[config.mk]
export PLATFORM = sky130hd
export DESIGN_NAME = regfile_wb_queue
export DESIGN_NICKNAME = d
export VERILOG_FILES = /design/src/rtl/regwb_pkg.sv /design/src/rtl/regwb_lookup.sv /design/src/rtl/regfile_wb_queue.sv
export SDC_FILE = /design/constraint.sdc
export NUM_CORES = 1
export LEC_CHECK = 0
export CAP_MARGIN = 20
export CORE_MARGIN = 1.5
export CORE_UTILIZATION = 47
export CTS_CLUSTER_SIZE = 30
export DETAILED_ROUTE_END_ITERATION = 16
export MAX_ROUTING_LAYER = met4
export PLACE_DENSITY = 0.76
export SYNTH_ARGS = -nofsm -noshare
export SYNTH_HDL_FRONTEND = slang
export SYNTH_SLANG_ARGS = --single-unit
export TNS_END_PERCENT = 5
[constraint.sdc]
create_clock -name CLK -period 2.57 [get_ports CLK]
set_clock_uncertainty 0.15 [all_clocks]
set_input_delay 0.514 -clock CLK [delete_from_list [all_inputs] [get_ports CLK]]
set_output_delay 0.514 -clock CLK [all_outputs]
set_load 0.05 [all_outputs]
[src/rtl/regwb_pkg.sv]
// Shared types and widths for the register-file writeback queue.
package regwb_pkg;

  localparam int unsigned REG_W     = 5;
  localparam int unsigned WORD_W    = 32;
  localparam int unsigned DEPTH_DEF = 4;
  localparam int unsigned PTR_W_DEF = $clog2(DEPTH_DEF);

  // One pending writeback: destination register and value.
  typedef struct packed {
    logic [REG_W-1:0]  wsel;
    logic [WORD_W-1:0] wdat;
  } wb_entry_t;

  // Queue pointer for the default depth; the top re-derives it from its own DEPTH.
  typedef logic [PTR_W_DEF-1:0] ptr_t;

endpackage

[src/rtl/regwb_lookup.sv]
// Youngest-match forwarding search over the pending writeback entries.
module regwb_lookup
  import regwb_pkg::*;
#(
  parameter int unsigned DEPTH = DEPTH_DEF
) (
  input  wb_entry_t                  entries [DEPTH],
  input  logic [DEPTH-1:0]           valid,
  input  logic [$clog2(DEPTH)-1:0]   head,
  input  logic [REG_W-1:0]           sel,
  output logic                       hit,
  output logic [WORD_W-1:0]          dat
);

  localparam int unsigned PTR_W = $clog2(DEPTH);

  // Walk oldest to youngest from head so the last match is the youngest.
  always_comb begin
    logic [PTR_W-1:0] idx;
    hit = 1'b0;
    dat = '0;
    idx = '0;
    for (int unsigned k = 0; k < DEPTH; k++) begin
      idx = head + PTR_W'(k);
      if (valid[idx] && (entries[idx].wsel == sel) && (sel != '0)) begin
        hit = 1'b1;
        dat = entries[idx].wdat;
      end
    end
  end

endmodule

[src/rtl/regfile_wb_queue.sv]
// In-order writeback FIFO feeding the register file's single write port.
// Optional forwarding lookup enabled by defining REGWB_BYPASS_EN.
module regfile_wb_queue
  import regwb_pkg::*;
#(
  parameter int unsigned DEPTH = DEPTH_DEF
) (
  input  logic                     CLK,
  input  logic                     RST,
  input  logic                     in_valid,
  output logic                     in_ready,
  input  logic [REG_W-1:0]         in_wsel,
  input  logic [WORD_W-1:0]        in_wdat,
  input  logic                     drain_en,
  output logic                     rf_WEN,
  output logic [REG_W-1:0]         rf_wsel,
  output logic [WORD_W-1:0]        rf_wdat,
  output logic [$clog2(DEPTH):0]   count,
  input  logic [REG_W-1:0]         lk_sel,
  output logic                     lk_hit,
  output logic [WORD_W-1:0]        lk_dat
);

  localparam int unsigned PTR_W = $clog2(DEPTH);
  localparam int unsigned CNT_W = PTR_W + 1;

  wb_entry_t        mem [DEPTH];
  logic [PTR_W-1:0] head;
  logic [PTR_W-1:0] tail;
  logic [CNT_W-1:0] cnt;
  logic             full;
  logic             drain;
  logic             store;

  assign full  = (cnt == CNT_W'(DEPTH));
  assign drain = drain_en && (cnt != '0);
  // Register 0 writes complete the handshake but are dropped.
  assign store = in_valid && !full && (in_wsel != '0);

  // Pointer and occupancy tracking.
  always_ff @(posedge CLK) begin
    if (RST) begin
      head <= '0;
      tail <= '0;
      cnt  <= '0;
    end else begin
      if (drain) head <= head + PTR_W'(1);
      if (store) tail <= tail + PTR_W'(1);
      cnt <= cnt + CNT_W'(store) - CNT_W'(drain);
    end
  end

  // Entry storage; contents are don't-care until marked occupied.
  always_ff @(posedge CLK) begin
    if (store) mem[tail] <= '{wsel: in_wsel, wdat: in_wdat};
  end

  assign in_ready = !full;
  assign count    = cnt;
  assign rf_WEN   = drain;
  assign rf_wsel  = drain ? mem[head].wsel : '0;
  assign rf_wdat  = drain ? mem[head].wdat : '0;

`ifdef REGWB_BYPASS_EN
  logic [DEPTH-1:0] valid;

  // Per-entry occupancy for the forwarding search.
  always_ff @(posedge CLK) begin
    if (RST) begin
      valid <= '0;
    end else begin
      if (drain) valid[head] <= 1'b0;
      if (store) valid[tail] <= 1'b1;
    end
  end

  regwb_lookup #(.DEPTH(DEPTH)) u_lookup (
    .entries (mem),
    .valid   (valid),
    .head    (head),
    .sel     (lk_sel),
    .hit     (lk_hit),
    .dat     (lk_dat)
  );
`else
  logic unused_lk;
  assign unused_lk = ^lk_sel;
  assign lk_hit    = 1'b0;
  assign lk_dat    = '0;
`endif

endmodule

==> flow_summary.json <==
{
  "reg2reg_to": "count[2]$_SDFF_PP0_",
  "firstDrtPassIters": 6,
  "p_per_area_nw_per_um2": 1050,
  "critical_path.most_common_cell": "buf_12",
  "combPwrFrac": 0.391,
  "clkTransAtPathRegs_ns": 0.05,
  "htree_levels": 4,
  "end_kind": "primary output",
  "worstSkewPairLatency_ns": 0.41,
  "setup_violations": 0,
  "synth-async-reset-ratio": 0,
  "holdPathStages": 2,
  "grt_use_total": 0.173,
  "die_area_um2": 14100,
  "yosysSeqAreaShare": 0.732,
  "hold_class": "in -> reg",
  "cts_buffer_depth": 2,
  "grt_max_degree": 24,
  "cts_made_buffers": 17,
  "ys_ff_latch": 157,
  "routedWlPerCell_um": 17.8,
  "synth_edf_count": 148,
  "start_util": 0.479,
  "coreArea_um2": 13200,
  "cts_tree": "done",
  "status": "finished clean",
  "nets": 491,
  "cpPeakStageDelay_ns": 0.51,
  "fp.dieH_um": 119,
  "ys_types": 24,
  "gp_congestion": 0.741,
  "clock.fmax_mhz": 390,
  "slew_violations": 0,
  "switching_share": 0.310,
  "crit_required_ns": 1.91,
  "max_slew_margin": 0.665,
  "synth.most_common_cell": "edfxtp_1",
  "crit_chain": "buf_6 -> buf_12 -> mux4_2 -> nor2b_2 -> buf_12",
  "hold_buffers": 0,
  "grt_pass1_vias": 3318,
  "tns_ns": 0,
  "drt-initial-drc-count": 176,
  "drtAntennaViolNets": 0,
  "hold_viol": 0,
  "yosys_warnings": 0,
  "syn_avg_cell_area_um2": 19.9,
  "worstSetupEndpoint": "rf_wdat[1]",
  "netlist.area_leader.share": 0.704,
  "synth_cells": 317,
  "ff2ff_path_depth": 11,
  "rsz0062_at_grt": "true",
  "grt_pass1_wl_um": 17400,
  "tightest_slew_ns": 0.500,
  "worst_setup_path_start_kind": "flop",
  "cellLeakagePower_uw": 0.00293,
  "r2r_slack_ns": 0.17,
  "grt-ovfl-total": 0,
  "synth_area_leaders": "edfxtp_1 70%, mux4_2 13%, buf_4 4.3%",
  "critPathKind": "reg -> out",
  "io_pins": 121,
  "path_buf_inv": 3,
  "via_count": 3109,
  "ys.flop_type": "edfxtp_1",
  "detailed_place_hpwl_um": 7070,
  "critPathTopFamily": "multiplexers",
  "root_buffer": "clkbuf_16",
  "drive_gt1_frac": 0.392,
  "synthTopCellsByCount": "148 x edfxtp_1, 38 x nor2b_1, 37 x mux4_2, 36 x buf_4, 9 x dfxtp_1",
  "syn_area_um2": 6320,
  "cp.arrival_ns": 1.90,
  "cp_max_fo": 8,
  "hold_ws_ns": 0.270,
  "antenna_found_initial": 0,
  "p_seq_frac": 0.365,
  "cp_slowest_cell": "mux4_2",
  "yosysTopAreaCell": "edfxtp_1",
  "power_uw": 8980,
  "p_int_uw": 6200,
  "cts_sinks": 157,
  "die_x_um": 119,
  "antenna_cells": 0,
  "drv_cap": 0,
  "drc": 0,
  "rows": 42,
  "power_switching_uw": 2780,
  "worstSetupPathDepth": 5,
  "finalWirelength_um": 11100,
  "vias_per_cell": 4.96,
  "peakVddDrop_mv": 0.600,
  "area_growth_pct": 35.6,
  "pwr-share-clk": 0.245,
  "finalCritPeriodShare": 0.999,
  "io_buffer_count": 82,
  "r2r-start": "count[2]$_SDFF_PP0_",
  "fin_crit_ns": 2.57
}
-- placed cells by master, fill, tap and decap left out, types with 3 or more instances in the layout --
| master | netlist | final |
|---|---|---|
| buf_4 | 36 | 18 |
| clkinv_1 | 0 | 3 |
| buf_6 | 0 | 7 |
| clkbuf_16 | 0 | 18 |
| clkdlybuf4s50_1 | 0 | 39 |
| buf_12 | 0 | 44 |
| mux4_2 | 37 | 37 |
| nor2_1 | 7 | 7 |
| and2_2 | 4 | 4 |
| nor2b_2 | 0 | 17 |
| clkbuf_1 | 5 | 5 |
| nor2b_1 | 38 | 20 |
| edfxtp_1 | 148 | 148 |
| ha_1 | 6 | 4 |
| clkinv_2 | 0 | 5 |
| dfxtp_1 | 9 | 4 |
| conb_1 | 1 | 33 |
| dfxtp_2 | 0 | 3 |
-- area by class of cell --
type                    instances  area (um2)
flip-flops and latches        157        4640
fillers                       898        4630
multi-input cells             140        1580
repair buffers                116        1580
clock buffers                  22         444
well taps                     176         220
clock inverters                10        73.8
inverters                       6        28.8
-- kinds of logic after synthesis --
logic type	after synthesis	synth area share
other cells	1	0.000594
xor+xnor	3	0.00416
simple gates	55	0.0535
flops	157	0.732
compound gates	3	0.00535
fa+ha+maj	7	0.0151
buf+inv	52	0.0533
mux	39	0.136
-- worst min-delay path by stage --
stage / start / end / slack, ns
2_1_floorplan: tail[1]$_SDFFE_PP0P_ / tail[1]$_SDFFE_PP0P_ / 0.33
3_3_place_gp: tail[1]$_SDFFE_PP0P_ / tail[1]$_SDFFE_PP0P_ / 0.34
3_5_place_dp: head[0]$_SDFFE_PP0P_ / flop / 0.38
4_1_cts: in_wsel[0] / mem[2][32]$_DFFE_PP_ / 0.26
5_1_grt: in_wsel[3] / mem[2][35]$_DFFE_PP_ / 0.27
6_report: in_wsel[3] / mem[2][35]$_DFFE_PP_ / 0.27
-- routing by layer --
layer | share of wire | wire length [um] | global-route usage
met3 | 0.041 | 459 | 0.0445
met1 | 0.42 | 4660 | 0.208
met2 | 0.52 | 5810 | 0.279
met4 | 0.018 | 204 | 0.0783
met5 | 0 | 0 | -
-- state kept, by name, indices dropped and copies added (netlist names), named ones only --
| signal | cells |
|---|---|
| head | 2 |
| count | 3 |
| tail | 2 |
| mem | 148 |
-- per-stage QoR --
| stage | util | setup WS (ns) | instances | instance area, um2 |
|---|---|---|---|---|
| 2_1_floorplan | - | -0.186 | 349 | 6470 |
| 3_3_place_gp | 0.592 | -0.619 | 588 | 7820 |
| 3_5_place_dp | 0.592 | -0.693 | 588 | 7820 |
| 4_1_cts | 0.637 | -0.0477 | 624 | 8400 |
| 5_1_grt | 0.649 | -0.0613 | 627 | 8560 |
| 6_report | 0.649 | 0.00292 | 627 | 8560 |
-- power by group through the flow --
stage	sequential, uW	clock [uW]	combinational [uW]
6_report	3270	2200	3510
5_1_grt	3310	2340	3690
4_1_cts	3300	2240	3280
3_5_place_dp	3380	0	3140
3_3_place_gp	3360	0	3100
2_1_floorplan	3320	0	1940
-- repair_timing --
action                     CTS  global route
pin swaps                    5             5
setup endpoints to repair   32            34
gates resized for setup     29            31
cloned                       0             1
buffers inserted             4             3
Power figures use the tool's default switching activity.
